<file path="src/rtl/rv_pkg.sv">
`default_nettype none
// +--------------------------------------------------------------------------+
// | rv_pkg : writeback selectors, load funct3 codes, commit-stage states       |
// | Revision: 1.0                                                            |
// +--------------------------------------------------------------------------+
package rv_pkg;

   typedef enum logic [1:0] {
      WB_ALU  = 2'd0,
      WB_LOAD = 2'd1,
      WB_PC4  = 2'd2,
      WB_NONE = 2'd3
   } wb_sel_e;

   localparam logic [2:0] F3_LB  = 3'b000;
   localparam logic [2:0] F3_LH  = 3'b001;
   localparam logic [2:0] F3_LW  = 3'b010;
   localparam logic [2:0] F3_LBU = 3'b100;
   localparam logic [2:0] F3_LHU = 3'b101;

   typedef enum logic {
      IDLE     = 1'b0,
      WAIT_MEM = 1'b1
   } wb_state_e;

endpackage
`default_nettype wire

</file>
<file path="src/rtl/load_formatter.sv">
`default_nettype none
// +--------------------------------------------------------------------------+
// | load_formatter : extracts and extends a byte/halfword/word from a load    |
// | Revision: 1.0                                                            |
// +--------------------------------------------------------------------------+
module load_formatter
   import rv_pkg::*;
(
   input  logic [2:0]  funct3,
   input  logic [1:0]  off,
   input  logic [31:0] rdata,
   output logic [31:0] result
);

   logic [7:0]  byte_sel;
   logic [15:0] half_sel;

   always_comb begin
      byte_sel = rdata[{off, 3'b000} +: 8];
      half_sel = off[1] ? rdata[31:16] : rdata[15:0];
      case (funct3)
         F3_LB:   result = {{24{byte_sel[7]}}, byte_sel};
         F3_LBU:  result = {24'd0, byte_sel};
         F3_LH:   result = {{16{half_sel[15]}}, half_sel};
         F3_LHU:  result = {16'd0, half_sel};
         default: result = rdata;  // LW and any undefined encoding
      endcase
   end

endmodule
`default_nettype wire

</file>
<file path="src/rtl/wb_commit_unit.sv">
`default_nettype none
// +--------------------------------------------------------------------------+
// | wb_commit_unit : writeback/commit stage driving the register-file port,   |
// | with load wait/timeout, forwarding of the in-flight write and load stall  |
// | Revision: 1.0                                                            |
// +--------------------------------------------------------------------------+
module wb_commit_unit
   import rv_pkg::*;
#(
   parameter int MEM_TIMEOUT = 16
) (
   input  logic        clk,
   input  logic        rst_n,
   input  logic        ex_valid,
   output logic        ex_ready,
   input  logic [4:0]  ex_rd,
   input  logic [1:0]  ex_wb_sel,
   input  logic [2:0]  ex_funct3,
   input  logic [31:0] ex_alu_result,
   input  logic [31:0] ex_pc4,
   input  logic        dmem_rvalid,
   input  logic [31:0] dmem_rdata,
   output logic        rf_wr,
   output logic [4:0]  rf_rd,
   output logic [31:0] rf_wdata,
   input  logic [4:0]  dec_rs1,
   input  logic [4:0]  dec_rs2,
   output logic        fwd_hit1,
   output logic        fwd_hit2,
   output logic [31:0] fwd_data1,
   output logic [31:0] fwd_data2,
   output logic        ld_stall,
   output logic        load_err
);

   localparam int CNT_W = $clog2(MEM_TIMEOUT + 1);

   wb_state_e         state;
   logic [CNT_W-1:0]  cnt;
   logic [4:0]        pend_rd;
   logic [2:0]        pend_funct3;
   logic [1:0]        pend_off;
   logic [31:0]       fmt_data;
   logic              accept;

   load_formatter u_load_formatter (
      .funct3 (pend_funct3),
      .off    (pend_off),
      .rdata  (dmem_rdata),
      .result (fmt_data)
   );

   assign ex_ready = (state == IDLE);
   assign accept   = ex_valid & ex_ready;

   always_ff @(posedge clk or negedge rst_n) begin
      if (!rst_n) begin
         state       <= IDLE;
         rf_wr       <= 1'b0;
         rf_rd       <= '0;
         rf_wdata    <= '0;
         load_err    <= 1'b0;
         cnt         <= '0;
         pend_rd     <= '0;
         pend_funct3 <= '0;
         pend_off    <= '0;
      end else begin
         rf_wr    <= 1'b0;
         load_err <= 1'b0;
         case (state)
            IDLE: begin
               if (accept) begin
                  case (ex_wb_sel)
                     WB_ALU, WB_PC4: begin
                        // rd/wdata only move on a real write so they hold otherwise
                        if (ex_rd != 5'd0) begin
                           rf_wr    <= 1'b1;
                           rf_rd    <= ex_rd;
                           rf_wdata <= (ex_wb_sel == WB_PC4) ? ex_pc4 : ex_alu_result;
                        end
                     end
                     WB_LOAD: begin
                        pend_rd     <= ex_rd;
                        pend_funct3 <= ex_funct3;
                        pend_off    <= ex_alu_result[1:0];
                        cnt         <= '0;
                        state       <= WAIT_MEM;
                     end
                     default: ;
                  endcase
               end
            end
            WAIT_MEM: begin
               // A response on the final allowed cycle still beats the timeout
               if (dmem_rvalid) begin
                  if (pend_rd != 5'd0) begin
                     rf_wr    <= 1'b1;
                     rf_rd    <= pend_rd;
                     rf_wdata <= fmt_data;
                  end
                  state <= IDLE;
               end else if (cnt == CNT_W'(MEM_TIMEOUT - 1)) begin
                  load_err <= 1'b1;
                  state    <= IDLE;
               end else begin
                  cnt <= cnt + CNT_W'(1);
               end
            end
            default: state <= IDLE;
         endcase
      end
   end

   assign fwd_hit1  = rf_wr & (rf_rd == dec_rs1) & (dec_rs1 != 5'd0);
   assign fwd_hit2  = rf_wr & (rf_rd == dec_rs2) & (dec_rs2 != 5'd0);
   assign fwd_data1 = fwd_hit1 ? rf_wdata : '0;
   assign fwd_data2 = fwd_hit2 ? rf_wdata : '0;

   assign ld_stall = (state == WAIT_MEM) & (pend_rd != 5'd0) &
                     ((pend_rd == dec_rs1) | (pend_rd == dec_rs2));

endmodule
`default_nettype wire

</file>
<file path="config.mk">
export PLATFORM = sky130hd
export DESIGN_NAME = wb_commit_unit
export DESIGN_NICKNAME = d
export VERILOG_FILES = /design/src/rtl/rv_pkg.sv /design/src/rtl/load_formatter.sv /design/src/rtl/wb_commit_unit.sv
export SDC_FILE = /design/constraint.sdc
export NUM_CORES = 1
export LEC_CHECK = 0
export BUFFER_PORTS_ARGS = -buffer_cell sky130_fd_sc_hd__buf_2
export CORE_MARGIN = 4
export CORE_UTILIZATION = 35
export CTS_CLUSTER_SIZE = 28
export DETAILED_ROUTE_END_ITERATION = 12
export PLACE_DENSITY_LB_ADDON = 0.08
export SYNTH_ARGS = -nofsm -noshare
export SYNTH_HDL_FRONTEND = slang
export SYNTH_SLANG_ARGS = --single-unit
</file>
<file path="constraint.sdc">
create_clock -name clk -period 2.1 [get_ports clk]
set_input_delay 0.42 -clock clk [delete_from_list [all_inputs] [get_ports clk]]
set_output_delay 0.42 -clock clk [all_outputs]
set_load 0.05 [all_outputs]
</file>
# Yosys cells after proc, flatten, opt, wreduce, memory -nomap -nowiden
# Cells that the tools add are included.
# totals
register_bits,55
input_bits,120
output_inout_bits,107
elab_cells,84
# classes
n_addsub,1
n_eq_ne,18
n_shift,1
muxes,36
n_bitwise,9
reduce_logical,10
# ops
operator,n
32-bit two-way mux,8
32-bit case mux with 4 select lines,1
32-bit case mux with 2 select lines,1
5-bit two-way mux,9
32-bit by 6-bit variable part select with 8-bit output,1
5-bit equality test,4
5-bit case mux with 2 select lines,2
5-bit nonzero test,4
16-bit two-way mux,1
1-bit two-way mux,12
2-bit by 1-bit != test with 1-bit output (second input constant),5
1-bit AND,7
3-bit equality test (second input constant),2
2-bit != test (second input constant),3
5-bit by 1-bit adder with 5-bit output (second input constant),1
5-bit by 4-bit equality test with 1-bit output (second input constant),1
5-bit AND reduction,1
1-bit case mux with 2 select lines,2
4-bit AND reduction,1
3-bit by 1-bit equality test with 1-bit output (second input constant),1
3-bit zero test,1
3-bit AND reduction,1
2-bit by 1-bit equality test with 1-bit output (second input constant),1
2-bit equality test (second input constant),1
other kinds (4),4

# Logic depth before layout (Yosys ltp)
# Gate-level depths: netlist of run 1.
# logic_depth
depth_word,6
mapped_depth,7
mapped_depth_nobuf,7

# Modules after synthesis
# Synthesis of run 1 repeated with hierarchy kept, for this count alone.
# unflattened
cells_unflattened,449
area_unflattened_um2,4438.0
# modules_own_cells
mod,n_inst,cells_each,area_per_inst_um2,seq_area_each_um2
wb_commit_unit,1,353,3592.2,1376.3
load_formatter,1,96,845.8,0.0

# Least setup slack after synthesis of run 1
# OpenSTA, ideal clock, no wires.
# synth_timing
path_kind,reg2out
from,reg rf_rd[0]
to,out fwd_data1[22]
t_arrival_ps,2681
required_ps,1680
setup_slack_ps,-1001
path_stages_with_launch,6
n_path_buf,1
cell_sequence,dfrtp_1 -> nor4_1 -> or3_1 -> a211oi_1 -> clkbuf_1 -> and2_1
# synth_via
elab_chain_cells,4
# synth_rtl
item,line_no,text
from (decl),wb_commit_unit.sv:24,"output logic [4:0] rf_rd,"
from (signal assigned),wb_commit_unit.sv:78,rf_rd <= ex_rd;
from (signal assigned),wb_commit_unit.sv:98,rf_rd <= pend_rd;
5-bit equality test,wb_commit_unit.sv:114,assign fwd_hit1 = rf_wr & (rf_rd == dec_rs1) & (dec_rs1 != 5'd0);
1-bit AND (2 in a row),wb_commit_unit.sv:114,
net fwd_hit1,wb_commit_unit.sv:28,"output logic fwd_hit1,"
32-bit two-way mux,wb_commit_unit.sv:116,assign fwd_data1 = fwd_hit1 ? rf_wdata : '0;
to (decl),wb_commit_unit.sv:30,"output logic [31:0] fwd_data1,"
# The timed path passes the listed nets, and every way through them passes these cells.

# Worst setup path after layout of run 1
# layout_timing
from,reg rf_rd[4]
to,out fwd_data1[10]
# layout_via
elab_chain_cells,4
# layout_rtl
item,line_no
5-bit equality test,wb_commit_unit.sv:114
1-bit AND (2 in a row),wb_commit_unit.sv:114
32-bit two-way mux,wb_commit_unit.sv:116
# No other way between the ends.

==> results of run 1 <==
-- final cells by class --
class | count | area share
inverters | 17 | 0.00926
multi-input cells | 402 | 0.427
flip-flops and latches | 55 | 0.201
well taps | 168 | 0.0305
clock buffers | 5 | 0.0182
repair buffers | 277 | 0.308
clock inverters | 3 | 0.00635
-- cells in the mapped netlist (all sizes together) (4+ instances only) --
library cell	instances	area share
o221ai	4	0.0081
nor2	5	0.0081
and2	64	0.092
o22a	7	0.014
nor2b	6	0.0086
nand3b	4	0.0069
nand2b	5	0.0072
dfrtp	55	0.32
inv	16	0.014
buf	13	0.017
a21oi	6	0.0069
a221oi	7	0.014
nand3	12	0.014
o21ai	16	0.018
o2bb2ai	18	0.036
a32o	16	0.037
a31oi	23	0.033
xnor2	12	0.024
mux2i	23	0.053
xor2	8	0.016
mux2	15	0.039
clkbuf	33	0.029
nor3	10	0.012
nand2	84	0.073
o22ai	18	0.026
-- placed cells by master, fill, tap and decap left out, types with 18 or more instances in the layout --
master,count
a31oi_1,23
and2_4,60
buf_2,159
buf_4,45
buf_6,37
buf_8,31
dfrtp_1,48
mux2i_1,23
nand2_1,84
o22ai_1,18
o2bb2ai_1,18
-- per-stage QoR --
| step | hold slack, ns | power, mW | cells | util |
|---|---|---|---|---|
| 2_1_floorplan | 0.124 | 3.31 | 520 | - |
| 3_3_place_gp | 0.354 | 4.11 | 912 | 0.503 |
| 3_5_place_dp | 0.358 | 4.15 | 912 | 0.503 |
| 4_1_cts | 0.0384 | 5.17 | 926 | 0.570 |
| 5_1_grt | 0.0544 | 5.44 | 927 | 0.571 |
| 6_report | 0.0355 | 5.17 | 927 | 0.571 |
-- power groups by stage --
stage,logic (mW),registers (mW),clock network (mW)
after floorplan,1.04,2.28,0
after global placement,2.45,1.66,0
after detailed placement,2.47,1.68,0
after CTS,2.52,1.67,0.977
after global routing,2.70,1.73,1.01
final,2.54,1.68,0.960
-- routing by layer --
layer | vias to the layer above | global-route usage | wire length [µm]
li1 | 2361 | - | -
met1 | 2325 | 0.300 | 7340
met2 | 203 | 0.405 | 8490
met3 | 24 | 0.0446 | 1220
met4 | 0 | 0.0637 | 340
met5 | - | 0 | 0
-- state kept, by name, indices dropped and copies added, names as in the netlist --
signal and cells:
load_err 1, rf_wr 1, rf_rd 5, pend_rd 5, state 1, rf_wdata 32, pend_funct3 3, pend_off 2
cnt 5
-- repair_timing --
item	in CTS	in global routing
hold buffers	0	0
pin swaps	6	4
endpoints found under the setup margin	67	86
cloned	2	0
buffers inserted	4	2
resized for setup	174	6
-- worst max-delay path by stage --
stage	start	endpoint	slack, ns
floorplan	rf_rd[0]	fwd_data1[22]	-0.11
global placement	dec_rs2[4]	fwd_data2[7]	-0.14
detailed placement	dec_rs2[4]	fwd_data2[12]	-0.20
CTS	rf_rd[4]	fwd_data2[31]	-0.37
global route	rf_rd[3]	fwd_data2[31]	-0.39
finish	rf_rd[4]	fwd_data1[10]	-0.33
-- worst max-delay path, cell delays in order, from the launching register on --
cell,delay [ns]
dfrtp_2,0.44
or3_1,0.42
a211oi_4,0.22
buf_4,0.16
buf_12,0.14
and2_4,0.15
buf_6,0.15
-- cell families (layout without fill, tap and decap cells) --
family / count (synthesis) / after routing / synth area share
simple gates: 208 / 208 / 0.251
compound gates: 134 / 134 / 0.234
buf+inv: 63 / 302 / 0.0599
flops: 55 / 55 / 0.317
mux: 38 / 38 / 0.0919
xor+xnor: 20 / 20 / 0.0403
fa+ha+maj: 2 / 2 / 0.00576
==> out/qor.yml, run 1 <==
die:
  dieWidth_um: 119
  rows: 40
  design.core.area_um2: 12100
  die_y_um: 119
  die-area_um2: 14300
  io_pins: 227
  start_util: 0.360
detailed_routing:
  ant_nets: 0
  vias: 4913
  wire_per_inst_um: 18.8
  first_pass_iters: 5
  drcViolationCount: 0
  drt_wl_total_um: 17400
  drtIter0Drc: 277
  routed_via_density: 5.30
synthesis:
  yosysUniqueCellTypes: 55
  yosysWarnings: 0
  synth_nets: 642
  syn_area_per_cell_um2: 8.35
  synth_ff_type: "dfrtp_1"
  yosys_register_bits: 55
  synth-edff-count: 0
  netlist_area_um2: 4340
  synth_cells: 520
  ys_seq_area_frac: 0.317
  async_flop_share: 1.00
clock_tree:
  clkTransAtPathRegs_ns: 0.07
  cts_buffers: 5
  cts.sinks: 55
  htreeDepth: 2
  clk_latency_ns: 0.30
  cts_tree: "done"
  cts_root_buf: "clkbuf_16"
  cts_buffer_depth: 2
critical_path:
  crit_required_ns: 1.68
  critPathKind: "register to output port"
  arrival_ns: 2.01
  critPathMaxFanout: 16
  start_kind: "register"
  reg2reg_slack_ns: 0.16
  reg2reg_from: "pend_rd[1]"
  worstRegToRegCells: 5
  r2r_end: "rf_wdata[14]"
  crit_path_end_kind: "output port"
timing:
  relSlewSlack: 0.624
  worstMarginPinSlew_ns: 0.563
  setup_tns_ns: -19.25
  fin_ws_ns: -0.325
  fin_worst_skew_ns: 0.00570
  fin_crit_sh: 1.15
  slew_violations: 0
  layout_min_cycle_time_ns: 2.43
  setup_viol: 66
  hold_violations: 0
  clock.fmax_mhz: 412
  rsz0062_at_grt: "yes"
global_route:
  grt_pass1_vias: 4956
  antenna_found_initial: 0
  overflow: 0
  grt_util_all_layers: 0.235
  grt_pass1_wl_um: 27100
  grt_max_degree: 25
finish:
  multi_input_area_um2: 2940
  antenna_cells: 0
  fin_nets: 880
  register_area_um2: 1390
  fillers: 1077
  area_delta_synth_final_pct: 58.8
  drive_above_1_share: 0.514
  postLayoutCellArea_um2: 6890
power_and_ir_drop:
  p_switching_mw: 2.40
  p_sw_frac: 0.464
  seq_power_share: 0.325
  vdd_ir_drop_max_mv: 0.366
  p_leak_nw: 3.21
  powerDensity_nw_per_um2: 751
  clockPowerShare: 0.186
  internal_power_mw: 2.77
  comb_power_share: 0.490
worst_hold_path:
  hold_class: "primary input to async pin"
placed_design:
  port_buffers: 226
  dp_hpwl_um: 13300
  gp_congestion: 0.897
  place_ws_ns: -0.196
  place_area_um2: 6070
flow_run:
  cap_viol_max_count: 0
run_status:
  violations: "setup timing"
  status: "finished with violations"
No activity file was read; power rests on OpenSTA's default activity.
==> run 2, diff against run 1 <==
--- a/config.mk
+++ b/config.mk
@@ -6,6 +6,7 @@
 export NUM_CORES = 1
 export LEC_CHECK = 0
 export BUFFER_PORTS_ARGS = -buffer_cell sky130_fd_sc_hd__buf_2
+export CAP_MARGIN = 20
 export CORE_MARGIN = 4
 export CORE_UTILIZATION = 35
 export CTS_CLUSTER_SIZE = 28
==> constraint.sdc (replaced) <==
create_clock -name clk -period 3.1 [get_ports clk]
set_input_delay 0.62 -clock clk [delete_from_list [all_inputs] [get_ports clk]]
set_output_delay 0.62 -clock clk [all_outputs]
set_load 0.05 [all_outputs]
==> run 2 against run 1 <==
Highest routed layer unchanged. Core utilization is 8.8 points lower. Largest power group unchanged. Clock-buffer cell count up 1. Clock power decreased by 32%. Critical path depth unchanged. The flow now finishes without violations.
==> out/qor.yml, run 2 (synthesis gave the netlist of run 1 again) <==
clock_tree:
  post-cts-setup-buffers: 0  # was 4
  htreeDepth: 2  # unchanged
  postCtsHoldBufs: 0  # unchanged
  cts.repair.resized: 0  # was 174
  cts_root_buf: "clkbuf_16"  # unchanged
  cts_tree: "done"  # unchanged
  clkTransAtPathRegs_ns: 0.08  # was 0.07 ns
  cts_buffers: 5  # unchanged
  clk_latency_ns: 0.30  # about the same
  cts.sinks: 55  # unchanged
  cts_buffer_depth: 2  # unchanged
die:
  dieWidth_um: 119  # unchanged
  die-area_um2: 14300  # unchanged
  start_util: 0.360  # unchanged
  rows: 40  # unchanged
  io_pins: 227  # unchanged
  die_y_um: 119  # unchanged
  design.core.area_um2: 12100  # unchanged
detailed_routing:
  drtIter0Drc: 240  # was 277
  routed_via_density: 5.41  # was 5.30
  ant_nets: 0  # unchanged
  drt_wl_total_um: 16600  # was 17400 µm
  drcViolationCount: 0  # unchanged
  wire_per_inst_um: 18.6  # was 18.8 µm
  first_pass_iters: 5  # unchanged
  vias: 4830  # was 4913
finish:
  fin_nets: 845  # was 880
  multi_input_area_um2: 2750  # was 2940 µm²
  register_area_um2: 1380  # was 1390 µm²
  fillers: 1228  # was 1077
  top_register: "rf_wdata"  # unchanged
  largest_reg_flops: 32  # unchanged
  antenna_cells: 0  # unchanged
  drive_above_1_share: 0.384  # was 0.514
  mostFrequentLayoutCells: "226 x buf_2, 84 x nand2_1, 64 x and2_1, 54 x dfrtp_1"  # was 159 x buf_2, 84 x nand2_1, 60 x and2_4, 48 x dfrtp_1, 45 x buf_4
  layout_commonest_cell: "buf_2"  # unchanged
  area_delta_synth_final_pct: 34.3  # was 58.8%
timing:
  setup_viol: 0  # was 66
  hold_violations: 0  # unchanged
  worstMarginPinSlew_ns: 0.904  # was 0.563 ns
  layout_min_cycle_time_ns: 2.87
  fin_worst_skew_ns: 0.00765  # was 0.00570 ns
  relSlewSlack: 0.397  # was 0.624
  setup_tns_ns: 0  # was -19.25 ns
  fin_crit_sh: 0.926
  whs_ns: 0.432  # was 0.0355 ns
  clock.fmax_mhz: 348
  slew_violations: 0  # unchanged
  rsz0062_at_grt: "no"  # was yes
global_route:
  grt_pass1_wl_um: 25700  # was 27100 µm
  grt_max_degree: 40  # was 25
  overflow: 0  # unchanged
  antenna_found_initial: 0  # unchanged
  grt_pass1_vias: 4779  # was 4956
  grt_util_all_layers: 0.222  # was 0.235
run_status:
  status: "complete, no violations"  # was finished with violations
critical_path:
  crit_path_end_kind: "output port"  # unchanged
  arrival_ns: 2.25  # was 2.01 ns
  critPathKind: "register to output port"  # unchanged
  reg2reg_slack_ns: 0.73  # was 0.16 ns
  start_kind: "register"  # unchanged
  critPathMaxFanout: 25  # was 16
  crit_required_ns: 2.48  # was 1.68 ns
power_and_ir_drop:
  p_leak_nw: 2.85  # was 3.21 nW
  internal_power_mw: 1.78  # was 2.77 mW
  comb_power_share: 0.467  # was 0.490
  vdd_ir_drop_max_mv: 0.255  # was 0.366 mV
  p_sw_frac: 0.469  # was 0.464
  seq_power_share: 0.339  # was 0.325
  p_switching_mw: 1.57  # was 2.40 mW
  clockPowerShare: 0.194  # was 0.186
  powerDensity_nw_per_um2: 573  # was 751 nW/µm²
placed_design:
  dp_hpwl_um: 12700  # was 13300 µm
  gp_congestion: 0.874  # was 0.897
  port_buffers: 226  # unchanged
worst_hold_path:
  hold_class: "primary input to async pin"  # unchanged
flow_run:
  cap_viol_max_count: 0  # unchanged
run 2: critical path: stages, from the launching register on:
cell,delay [ns]
dfrtp_1,0.47
nor4_1,0.13
or3_1,0.37
a211oi_4,0.26
buf_4,0.28
and2_1,0.17
buf_2,0.26
run 2: metrics by stage:
stage,utilization,power (mW),std cells,cell area [µm²],setup slack [ns]
3_5_place_dp,0.469,2.70,883,5660,0.361
5_1_grt,0.484,3.53,892,5830,0.159
2_1_floorplan,-,2.21,520,4340,0.0505
4_1_cts,0.483,3.35,891,5820,0.243
3_3_place_gp,0.469,2.67,883,5660,0.406
6_report,0.484,3.34,892,5830,0.229
run 2: power by group through the flow:
stage               logic (mW)  clock network (mW)  registers [mW]
finish                    1.56               0.649            1.13
global route              1.67               0.690            1.16
CTS                       1.56               0.657            1.13
detailed placement        1.56                   0            1.14
global placement          1.54                   0            1.13
floorplan                0.683                   0            1.52
run 2: path summary, 6_finish.rpt:
check,end,cells past startpoint,startpoint
setup / recovery,fwd_data1[3],6,rf_rd[0]
hold / removal,pend_rd[1],1,rst_n
setup reg to reg,rf_wdata[14],5,pend_rd[3]
hold reg to reg,cnt[4],2,cnt[4]
max in group asynchronous,pend_off[1],2,rst_n
min in group clk,cnt[4],2,cnt[4]
run 2: cell type report:
type	instances	share of cell area
Clock buffer	6	0.0221
Clock inverter	2	0.00644
Inverter	17	0.0109
Multi-Input combinational cell	402	0.472
Sequential cell	55	0.236
Tap cell	168	0.0360
Timing Repair Buffer	242	0.217
run 2: routing by layer:
layer	wire length, µm	up-vias	track usage	part of all wire
met2	8320	194	0.390	0.50
met3	1140	11	0.0446	0.069
met4	170	0	0.0394	0.010
met5	0	-	0	0
li1	-	2292	-	-
met1	6930	2333	0.286	0.42
==> run 3, diff against run 2 <==
--- a/config.mk
+++ b/config.mk
@@ -5,12 +5,12 @@
 export SDC_FILE = /design/constraint.sdc
 export NUM_CORES = 1
 export LEC_CHECK = 0
-export BUFFER_PORTS_ARGS = -buffer_cell sky130_fd_sc_hd__buf_2
 export CAP_MARGIN = 20
 export CORE_MARGIN = 4
 export CORE_UTILIZATION = 35
 export CTS_CLUSTER_SIZE = 28
 export DETAILED_ROUTE_END_ITERATION = 12
+export DONT_BUFFER_PORTS = 1
 export PLACE_DENSITY_LB_ADDON = 0.08
 export SYNTH_ARGS = -nofsm -noshare
 export SYNTH_HDL_FRONTEND = slang
==> run 3 against run 2 <==
Combinational power down 39%. Register-to-register slack improved by 0.04 ns. Critical path type unchanged. Critical endpoint is now fwd_data2[8]. Hold slack got worse by 0.41 ns. Core utilization fell by 0.093 points. Die area did not move. Final area down 0.19%. Clock power grew 2%.
==> out/qor.yml, run 3 (synthesis gave the netlist of run 1 again) <==
clock_tree:
  htreeDepth: 2  # unchanged
  clk_latency_ns: 0.29  # was 0.30 ns
  cts.sinks: 55  # unchanged
  post-cts-setup-buffers: 0  # unchanged
  postCtsHoldBufs: 0  # unchanged
  cts.repair.resized: 0  # unchanged
  clkTransAtPathRegs_ns: 0.07  # was 0.08 ns
  cts_tree: "done"  # unchanged
  cts_buffers: 5  # unchanged
  cts_root_buf: "clkbuf_16"  # unchanged
  cts_buffer_depth: 2  # unchanged
detailed_routing:
  wire_per_inst_um: 22.1  # was 18.6 µm
  drt_wl_total_um: 16200  # was 16600 µm
  routed_via_density: 5.72  # was 5.41
  vias: 4202  # was 4830
  drcViolationCount: 0  # unchanged
  ant_nets: 0  # unchanged
  first_pass_iters: 5  # unchanged
  drtIter0Drc: 198  # was 240
placed_design:
  gp_congestion: 0.883  # was 0.874
  place_area_um2: 5640  # was 5660 µm²
  dp_hpwl_um: 12400  # was 12700 µm
  port_buffers: 0  # was 226
global_route:
  overflow: 0  # unchanged
  use_met3: 0.0745  # was 0.0446
  use_met2: 0.379  # was 0.390
  grt_max_degree: 56  # was 40
  grt_pass1_wl_um: 25000  # was 25700 µm
  grt_pass1_vias: 4289  # was 4779
  grt.busiest_layer: "met2"  # unchanged
  grt_util_all_layers: 0.219  # was 0.222
  globalRouteMet1Util: 0.268  # was 0.286
  antenna_found_initial: 0  # unchanged
die:
  design.core.area_um2: 12100  # unchanged
  start_util: 0.360  # unchanged
  dieWidth_um: 119  # unchanged
  die-area_um2: 14300  # unchanged
  rows: 40  # unchanged
  io_pins: 227  # unchanged
  die_y_um: 119  # unchanged
timing:
  slew_violations: 0  # unchanged
  fin_worst_skew_ns: 0.0103  # was 0.00765 ns
  worstMarginPinSlew_ns: 0.971  # was 0.904 ns
  setup_tns_ns: 0  # unchanged
  layout_min_cycle_time_ns: 2.81  # was 2.87 ns
  rsz0062_at_grt: "no"  # unchanged
  clock.fmax_mhz: 356  # was 348 MHz
  relSlewSlack: 0.349  # was 0.397
  fin_crit_sh: 0.906  # was 0.926
  hold_violations: 0  # unchanged
  setup_viol: 0  # unchanged
finish:
  mostFrequentLayoutCells: "84 x nand2_1, 64 x and2_1, 54 x dfrtp_1, 49 x buf_12, 34 x buf_4"  # was 226 x buf_2, 84 x nand2_1, 64 x and2_1, 54 x dfrtp_1
  largest_reg_flops: 32  # unchanged
  postLayoutCellArea_um2: 5820  # was 5830 µm²
  drive_above_1_share: 0.212  # was 0.384
  area_delta_synth_final_pct: 34.1  # was 34.3%
  top_register: "rf_wdata"  # unchanged
  antenna_cells: 0  # unchanged
  fin_nets: 687  # was 845
  layout_commonest_cell: "nand2_1"  # was buf_2
critical_path:
  critPathKind: "register to output port"  # unchanged
  start_kind: "register"  # unchanged
  arrival_ns: 2.19  # was 2.25 ns
  crit_path_end_kind: "output port"  # unchanged
  critPathMaxFanout: 30  # was 25
  reg2reg_from: "pend_rd[3]"  # unchanged
  crit_start: "rf_rd[1]"  # was rf_rd[0]
  crit_required_ns: 2.48  # about the same
flow_run:
  cap_viol_max_count: 0  # unchanged
power_and_ir_drop:
  powerDensity_nw_per_um2: 544  # was 573 nW/µm²
  p_leak_nw: 2.35  # was 2.85 nW
  vdd_ir_drop_max_mv: 0.312  # was 0.255 mV
worst_hold_path:
  hold_class: "primary input to async pin"  # unchanged
run_status:
  status: "complete, no violations"  # unchanged
==> run 3: cell types whose count changed in the layout (fill, tap and decap cells not counted), sizes merged <==
| cell | before | now |
|---|---|---|
| clkbuf | 6 | 5 |
| clkinvlp | 1 | 0 |
| inv | 16 | 17 |
| dlygate4sd3 | 0 | 1 |
| clkinv | 1 | 2 |
| buf | 242 | 83 |
==> run 3: critical path, cell delays in order, from the launching register on <==
cell	delay, ns
dfrtp_1	0.45
nor4_1	0.09
or3_1	0.36
a211oi_4	0.29
buf_4	0.32
and2_1	0.23
buf_12	0.15
==> run 3: stage by stage <==
step	util	cells	setup WS, ns	power (mW)	hold slack (ns)
6_report	0.483	734	0.292	3.17	0.0192
4_1_cts	0.482	733	0.236	3.19	0.00635
2_1_floorplan	-	520	0.0505	2.21	0.324
5_1_grt	0.483	734	0.144	3.35	0.00309
3_3_place_gp	0.467	725	0.489	2.50	0.328
3_5_place_dp	0.467	725	0.443	2.52	0.328
==> run 3: power breakdown <==
| part | switching [mW] | internal (mW) | total, mW |
|---|---|---|---|
| logic | 0.541 | 0.403 | 0.944 |
| registers | 0.685 | 0.881 | 1.57 |
| clock network | 0.273 | 0.386 | 0.659 |
| total | 1.50 | 1.67 | 3.17 |
==> run 3: path summary, 6_finish.rpt <==
kind	end	slack (ns)	cells past startpoint
min in group clk	load_err	0.38	1
min	rf_wdata[8]	0.02	0
max reg2reg	rf_wdata[9]	0.77	5
max	fwd_data2[8]	0.29	6
min reg2reg	cnt[1]	0.54	1
max in group asynchronous	state	1.64	1
==> run 3: layer usage <==
layer | wire (µm) | share of wire
met2 | 8280 | 0.51
met4 | 178 | 0.011
met5 | 0 | 0
met1 | 6330 | 0.39
met3 | 1440 | 0.089
==> run 3: final cells by class <==
class                      instances  area (µm²)
clock buffer                       5         125
clock inverter                     3        47.5
fill                            1168        6240
inverter                          17        63.8
multi-input combinational        402        2750
sequential                        55        1380
tap                              168         210
timing repair buffer              84        1250
